$ cat src/rtl/pkt_builder.sv
// pkt_builder: assembles one packet in the shared packet memory.
//   hdr+0      : {byte_cnt, ecc[3:0]}
//   hdr+1      : {3'b111, ecc_msb, pkt_type}
//   hdr+2..    : N payload bytes copied from addr_in.. (N = byte_cnt+1)
//   hdr+N+2    : CRC-8 (poly 0x07, init 0, MSB-first) over the payload
// Optional feature: define PB_ERR_INJ_EN to add the pb_inj_err input, which
// deliberately corrupts the header ECC or the CRC for receiver testing.
//
// Handshake: pb_start is a request that is taken only on a rising clk edge
// while the block is idle (pb_busy low); requests at any other time are
// dropped, never queued. Completion is a single-cycle pb_irq pulse in DONE.
// Memory reads are synchronous: the byte at mem_addr appears on
// mem_data_o[7:0] in the cycle after the address is driven.
module pkt_builder (
    input  logic        clk,
    input  logic        reset,
    input  logic        pb_start,
    input  logic [13:0] pb_addr_in,
    input  logic [13:0] pb_addr_hdr,
    input  logic [3:0]  pb_byte_cnt,
    input  logic [3:0]  pb_pkt_type,
`ifdef PB_ERR_INJ_EN
    input  logic [1:0]  pb_inj_err,
`endif
    output logic        pb_busy,
    output logic        pb_irq,
    output logic [13:0] mem_addr,
    output logic [3:0]  mem_we,
    output logic [31:0] mem_data_i,
    input  logic [31:0] mem_data_o,
    output logic [2:0]  dbg_state
);

    typedef enum logic [2:0] {
        IDLE   = 3'd0,
        HDR_WR = 3'd1,
        RD     = 3'd2,
        WR     = 3'd3,
        CRC_WR = 3'd4,
        DONE   = 3'd5
    } state_t;

    state_t      state;
    logic [13:0] cfg_src;
    logic [13:0] cfg_hdr;
    logic [3:0]  cfg_cnt;
    logic [3:0]  idx;
    logic [7:0]  crc;
    logic [7:0]  crc_next;
    logic [31:0] data_q;
    logic [15:0] hdr_flip;
    logic [7:0]  crc_flip;
    logic        unused_rd_bits;

    // Header word {byte1, byte0}: Hamming-style ECC over d = {pkt_type, byte_cnt}
    // plus an overall parity bit so double errors can be detected.
    function automatic logic [15:0] hdr_word(input logic [3:0] ptype, input logic [3:0] cnt);
        logic [7:0] d;
        logic [3:0] ecc;
        logic       ecc_msb;
        d       = {ptype, cnt};
        ecc[0]  = d[0] ^ d[1] ^ d[3] ^ d[4] ^ d[6];
        ecc[1]  = d[0] ^ d[2] ^ d[3] ^ d[5] ^ d[6];
        ecc[2]  = d[1] ^ d[2] ^ d[3] ^ d[7];
        ecc[3]  = d[4] ^ d[5] ^ d[6] ^ d[7];
        ecc_msb = ^d;
        return {3'b111, ecc_msb, ptype, cnt, ecc};
    endfunction

    // One byte of CRC-8, polynomial 0x07, MSB first, no reflection.
    function automatic logic [7:0] crc8_byte(input logic [7:0] cur, input logic [7:0] data);
        logic [7:0] c;
        c = cur ^ data;
        for (int b = 0; b < 8; b++) begin
            c = c[7] ? ((c << 1) ^ 8'h07) : (c << 1);
        end
        return c;
    endfunction

    assign crc_next = crc8_byte(crc, mem_data_o[7:0]);

    // Upper read lanes are not needed: payload is copied one byte per beat.
    assign unused_rd_bits = ^mem_data_o[31:8];

`ifdef PB_ERR_INJ_EN
    logic [1:0] cfg_inj;

    // Fault masks: header mask uses the live request (header is built on the
    // accept edge), CRC mask uses the value captured with that request.
    always_comb begin
        hdr_flip = 16'h0000;
        crc_flip = 8'h00;
        case (pb_inj_err)
            2'b01:   hdr_flip = 16'h0010;
            2'b10:   hdr_flip = 16'h0030;
            default: hdr_flip = 16'h0000;
        endcase
        if (cfg_inj == 2'b11) begin
            crc_flip = 8'h01;
        end
    end
`else
    assign hdr_flip = 16'h0000;
    assign crc_flip = 8'h00;
`endif

    // Packet sequencer: every memory-side output is registered on entry to
    // the state that owns it, so each state's bus values are stable all cycle.
    always_ff @(posedge clk or negedge reset) begin
        if (!reset) begin
            state    <= IDLE;
            cfg_src  <= '0;
            cfg_hdr  <= '0;
            cfg_cnt  <= '0;
            idx      <= '0;
            crc      <= '0;
            mem_addr <= '0;
            mem_we   <= '0;
            data_q   <= '0;
`ifdef PB_ERR_INJ_EN
            cfg_inj  <= '0;
`endif
        end else begin
            case (state)
                IDLE: begin
                    if (pb_start) begin
                        state    <= HDR_WR;
                        cfg_src  <= pb_addr_in;
                        cfg_hdr  <= pb_addr_hdr;
                        cfg_cnt  <= pb_byte_cnt;
`ifdef PB_ERR_INJ_EN
                        cfg_inj  <= pb_inj_err;
`endif
                        idx      <= 4'h0;
                        crc      <= 8'h00;
                        mem_addr <= pb_addr_hdr;
                        mem_we   <= 4'b0011;
                        data_q   <= {16'h0000, hdr_word(pb_pkt_type, pb_byte_cnt) ^ hdr_flip};
                    end
                end
                HDR_WR: begin
                    state    <= RD;
                    mem_addr <= cfg_src + {10'd0, idx};
                    mem_we   <= 4'b0000;
                    data_q   <= '0;
                end
                RD: begin
                    state    <= WR;
                    mem_addr <= cfg_hdr + 14'd2 + {10'd0, idx};
                    mem_we   <= 4'b0001;
                end
                WR: begin
                    crc <= crc_next;
                    if (idx == cfg_cnt) begin
                        state    <= CRC_WR;
                        mem_addr <= cfg_hdr + {10'd0, cfg_cnt} + 14'd3;
                        mem_we   <= 4'b0001;
                        data_q   <= {24'h000000, crc_next ^ crc_flip};
                    end else begin
                        state    <= RD;
                        idx      <= idx + 4'd1;
                        mem_addr <= cfg_src + {10'd0, idx} + 14'd1;
                        mem_we   <= 4'b0000;
                    end
                end
                CRC_WR: begin
                    state    <= DONE;
                    mem_addr <= '0;
                    mem_we   <= 4'b0000;
                    data_q   <= '0;
                end
                DONE: begin
                    state <= IDLE;
                    idx   <= 4'h0;
                end
                default: begin
                    state  <= IDLE;
                    mem_we <= 4'b0000;
                end
            endcase
        end
    end

    // Payload bytes arrive from memory during WR itself, so they are forwarded
    // straight to the write bus; all other write data comes from data_q.
    assign mem_data_i = (state == WR) ? {24'h000000, mem_data_o[7:0]} : data_q;

    assign pb_busy   = (state != IDLE);
    assign pb_irq    = (state == DONE);
    assign dbg_state = state;

endmodule

$ cat config.mk
export PLATFORM = sky130hd
export DESIGN_NAME = pkt_builder
export DESIGN_NICKNAME = d
export VERILOG_FILES = /design/src/rtl/pkt_builder.sv
export SDC_FILE = /design/constraint.sdc
export NUM_CORES = 1
export LEC_CHECK = 0
export ABC_AREA = 1
export CORE_UTILIZATION = 35
export DETAILED_ROUTE_END_ITERATION = 6
export PLACE_DENSITY = 0.57
export REMOVE_ABC_BUFFERS = 1
export SLEW_MARGIN = 5
export SYNTH_ARGS = -nofsm -noshare
export SYNTH_HDL_FRONTEND = slang
export SYNTH_SLANG_ARGS = --single-unit
$ cat constraint.sdc
create_clock -name clk -period 2.25 [get_ports clk]
set_clock_uncertainty 0.05 [all_clocks]
set_input_delay 0.3375 -clock clk [delete_from_list [all_inputs] [get_ports clk]]
set_output_delay 0.3375 -clock clk [all_outputs]
set_load 0.02 [all_outputs]
Yosys cells after proc, flatten, opt, wreduce, memory -nomap -nowiden. Cells that the tools add are included.

Bits in registers: 97. Input bits: 71. Output and inout port bits: 55. Word-level logic and storage cells: 89.

Add/sub/neg operators: 7. Eq/ne operators: 9. Multiplexer cells: 26. Bitwise logic cells: 24. Reduce and logical (&&, ||, !) cells: 14.

Operators with widths (count): $mux 32 (3); $pmux 32 s3 (1); $pmux 14 s5 (1); $add 14x4->14 (3); $mux 3 (10); $add 14x2->14 const B (2); $mux 14 (2); $not 3->3 (8); $pmux 4 s4 (1); $pmux 8 s2 (1); $pmux 3 s5 (1); $add 14x1->14 const B (1); $xor 1x1->1 (14); $mux 4 (3); $pmux 4 s3 (1); $reduce_bool 3->1 (3); $mux 8 (1); $reduce_and 2->1 (4); $reduce_xor 8->1 (1); $xor 8x8->8 (1); $eq 3x2->1 const B (2); $eq 3x3->1 const B (2); $ne 2x2->1 const B (3); $reduce_and 3->1 (2); other kinds (9) (9).

Longest topological paths before layout.
Depth after elaboration: 19. Depth in mapped cells: 18. Gate-level depth less buffers: 18.

Least setup slack after synthesis. OpenSTA, ideal clock, no wires.

Path kind: flip-flop to flip-flop. Start point: register idx[0]. End point: register mem_addr[10]. Setup time: 0.116 ns. Data arrival time: 2.289 ns. Data required time: 2.084 ns. Path slack: -0.205 ns. Cell stages (with the launch flop): 19. Path buffers: 0. Clock period less this slack: 2.455 ns. Cells stage by stage: dfrtp_1 ha_1 inv_1 fa_1 inv_1 ha_1 inv_1 nor2_2 nand3_2 nor2_2 nand3_2 nor2_4 nand2_1 nand2_1 nand3_1 nand2_1 nand2_1 nand2_1 nand2_1.

Word-level cells in the longest chain between the ends: 4. Elaborated cells between the ends (all ways): 6. Those cells by class: add/sub: 3; eq/ne: 1; mux: 2.

Ends and longest elaborated chain: start, declared (RTL line 47) `logic [3:0] idx;`; start signal, assigned (RTL line 161) `idx <= idx + 4'd1;`; $add 14x4->14 (RTL line 143, 162); $add 14x1->14 (RTL line 162) `mem_addr <= cfg_src + {10'd0, idx} + 14'd1;`; $mux 14 (RTL line 154) `if (idx == cfg_cnt) begin`; $pmux 14 s5 (*) (RTL line 124) `case (state)`; end signal, assigned (RTL line 143) `mem_addr <= cfg_src + {10'd0, idx};`; end signal, assigned (RTL line 156) `mem_addr <= cfg_hdr + {10'd0, cfg_cnt} + 14'd3;`; end signal, assigned (RTL line 162); end, declared (RTL line 27) `output logic [13:0] mem_addr,`.

Mark *: on every way between the ends. The rest lies on a longest branch, timed or not. A chain may end at the register's enable or synchronous reset.

Worst setup path after layout.
Start point: register idx[0]. End point: register mem_addr[6].

Same word-level chain as after synthesis.

==> out/qor.csv <==
stage,metric,value,unit
run_status,outcome,"complete, but fails checks",
run_status,failing checks,negative setup slack,
setup_path,peak fanout along the critical path,3,
setup_path,"Cell Chain, Critical Path","ha_2, inv_2, fa_2, inv_2, ha_4, inv_2, nor2_4, nand3_4, nor2_4, buf_4, buf_6, nand2_1, nand2_1, nand2_1, nand2_1, a21oi_2, a21o_1, nand2_1",
cts,Root Buffer,clkbuf_16,
timing,Slew @ Worst Pin,510,ps
routing,routed wl met3,534,µm
final_layout,register area,1930,µm²
placed_design,Final GP Congestion,0.885,
timing,RSZ-0062 raised after global routing,true,
routing,DRC,0,
global_route,vias in the first global route,5573,
final_layout,P&R area growth vs syn,37.6,%
global_route,largest net degree at the start of global routing,45,
final_layout,most frequent cells in the layout,"250 x nand2_1, 87 x buf_4, 78 x inv_1",
timing,Max transition margin,65.9,%
worst_hold_path,worst hold-check path type,register to register,
final_layout,layout cells sized above 1,19.1,%
floorplan,row count,46,
setup_path,CP Class,register to register,
synth,"Warnings, synthesis",0,
timing,Setup Viol. Count Final,12,
floorplan,die area,16800,µm²
synth,Cell variety after synth,41,
final_layout,fillcell total,1665,
setup_path,r2r setup slk,-260,ps
worst_hold_path,HP Start,mem_addr[1],
setup_path,CP Data Arrival Time,2750,ps
cts,clk buf depth,2,
cts,CTS tree,done,
synth,synthesized flop and latch total,77,
cts,Worst-path clk slew,60,ps
power_and_ir_drop,LEAKAGE,3.88,nW
timing,Final period util,111,%
final_layout,Multi-input gate area,3440,µm²
cts,clk_lat worst skew,350,ps
floorplan,height of the chip,129,µm
routing,initial DRC count,289,
run,Max-cap violations,0,
final_layout,"most common cell after layout, fill and taps aside",nand2_1,
setup_path,CP startpoint kind,register,
setup_path,CP endpoint kind,register,
cts,CTS sink count,77,
placed_design,hpwl dp,12600,µm
setup_path,Reg-to-Reg End,mem_addr[6],
timing,min setup slack post-route,-257,ps
global_route,first-pass GRT wire length,26900,µm
floorplan,Top Ports,126,
routing,wire length on met2,8230,µm
routing,Routed Antenna Nets,0,
routing,wl on met1,7530,µm
synth,Syn Inst Count,820,
floorplan,chip width,129,µm
final_layout,Layout Nets,1079,
setup_path,Reg2Reg Depth,18,
timing,minimum clock period after layout,2510,ps
timing,Hold WS,423,ps
global_route,initial antenna violation count,0,
timing,Slew Limit Fails,0,
timing,Highest Clock Rate,399,MHz
synth,syn avg cell area,6.93,µm²
routing,Detailed Route WL,16600,µm
setup_path,delay of the slowest critical-path stage,430,ps
routing,DR vias,5737,
final_layout,fin util,49.3,%
synth,post-synthesis instance area,5690,µm²
final_layout,Layout Cells excl Fill,1202,
synth,"Seq/Total Area, Yosys",33.9,%
global_route,Tot GR Track Use,20.9,%
floorplan,Core Region,15900,µm²
worst_hold_path,Worst Hold Depth,2,
worst_hold_path,Hold Crit Endpoint,mem_addr[1],
setup_path,CP most frequent cell,nand2_1,
cts,H-tree Lvls,3,
placed_design,IO Port Bufs,83,
setup_path,CP required,2490,ps
setup_path,CP max-delay cell,fa_2,
power_and_ir_drop,Final Power,12.5,mW
power_and_ir_drop,pwr dens,1590,nW/µm²
routing,drt via density,4.77,
routing,WL/cell,13.8,µm
cts,CTS Buf Count,9,
timing,Final Hold Fails,0,
setup_path,CP startpoint,idx[0],
placed_design,post-placement cell count,1172,
routing,highest layer used for signal routing,met4,
floorplan,initial core utilization,35.8,%
final_layout,diode count,0,
setup_path,Worst R2R Start,idx[0],
power_and_ir_drop,Worst VDD drop,0.749,mV
routing,1st-pass router iterations,5,
global_route,gr ovfl total,0,
power by group:
| part | leakage (nW) | switching [mW] | internal (mW) |
|---|---|---|---|
| clock network | 0.134 | 0.592 | 0.846 |
| logic | 2.78 | 4.88 | 3.58 |
| registers | 0.962 | 0.513 | 2.07 |
| total | 3.88 | 5.98 | 6.49 |
logic make-up (layout without fill, tap and decap cells):
| logic type | count (synthesis) | count (layout) | synth area share [%] |
|---|---|---|---|
| other | 1 | 18 | 0.0660 |
| AO/OA/AOI/OAI | 127 | 127 | 12.9 |
| buffers and inverters | 136 | 285 | 10.7 |
| XOR/XNOR | 35 | 35 | 5.39 |
| flip-flops | 77 | 77 | 33.9 |
| AND/OR/NAND/NOR | 419 | 419 | 31.2 |
| adder cells (fa/ha/maj) | 25 | 25 | 5.90 |
sequential cells by signal, summed over array words and instances (netlist names):
name,flops
cfg_hdr,14
data_q,14
cfg_src,14
mem_we,2
dbg_state,3
idx,4
mem_addr,14
cfg_cnt,4
crc,8
stage by stage:
step	setup WS, ps	setup TNS (ps)	area [µm²]
final	-257	-2210	7830
after global routing	-448	-4530	7830
after CTS	-228	-1630	7720
after detailed placement	-316	-2600	7200
after global placement	-303	-2420	7200
after floorplan	-588	-20510	5500
synth_stat cells, drive strengths merged:
| cell type | count | area [µm²] |
|---|---|---|
| nand2 | 263 | 1000 |
| inv | 95 | 357 |
| dfrtp | 77 | 1930 |
| nor2 | 76 | 325 |
| o21ai | 68 | 344 |
| nand3 | 64 | 345 |
| buf | 32 | 218 |
| a21oi | 24 | 124 |
| ha | 22 | 275 |
| xnor2 | 18 | 158 |
| xor2 | 17 | 149 |
| clkbuf | 9 | 33.8 |
| nand4 | 5 | 31.3 |
| nor3 | 5 | 25.0 |
| o211ai | 5 | 37.5 |
| o22ai | 5 | 31.3 |
| a21o | 4 | 30.0 |
| a31oi | 4 | 25.0 |
| nand3b | 4 | 30.0 |
| o221ai | 4 | 35.0 |
| fa | 3 | 60.1 |
| o31ai | 3 | 22.5 |
| a221oi | 2 | 17.5 |
| a22oi | 2 | 15.0 |
| a31o | 2 | 17.5 |
| o2111ai | 2 | 17.5 |
| or2 | 2 | 12.5 |
| conb | 1 | 3.75 |
| o21a | 1 | 7.51 |
| o311ai | 1 | 8.76 |
worst max path at each step:
stage / slack [ps] / to
global route: -450 / mem_addr[10]
detailed placement: -320 / mem_addr[6]
finish: -260 / mem_addr[6]
floorplan: -590 / data_q[0]
global placement: -300 / mem_addr[9]
CTS: -230 / mem_addr[12]
what timing repair did:
| action | 4_1_cts | 5_1_grt |
|---|---|---|
| resized for setup | 74 | 17 |
| hold endpoints to repair | 33 | 0 |
| hold buffers | 1 | 0 |
| buffers inserted | 10 | 5 |
| endpoints found under the setup margin | 30 | 42 |
| pin swaps | 26 | 20 |
cell type report:
type	count	area share (%)
clock buffer	10	2.93
multi-input combinational	624	44.0
inverter	95	4.57
clock inverter	4	0.656
sequential	77	24.6
timing repair buffer	176	19.8
tap	216	3.45
per-layer routing:
metal / vias up / GRT usage [%]
li1: 2923 / -
met1: 2685 / 25.5
met3: 15 / 3.39
met4: 0 / 6.70
met5: - / 0
met2: 114 / 37.4
critical path: cells and delay by family (launching register included):
kind                       cells  cell delay (ps)
and+or+nand+nor                8              600
DFF                            1              380
AOI/OAI and AO/OA              2              250
buffers and inverters          5              410
adders and majority gates      3              760
Power figures use the tool's default switching activity.
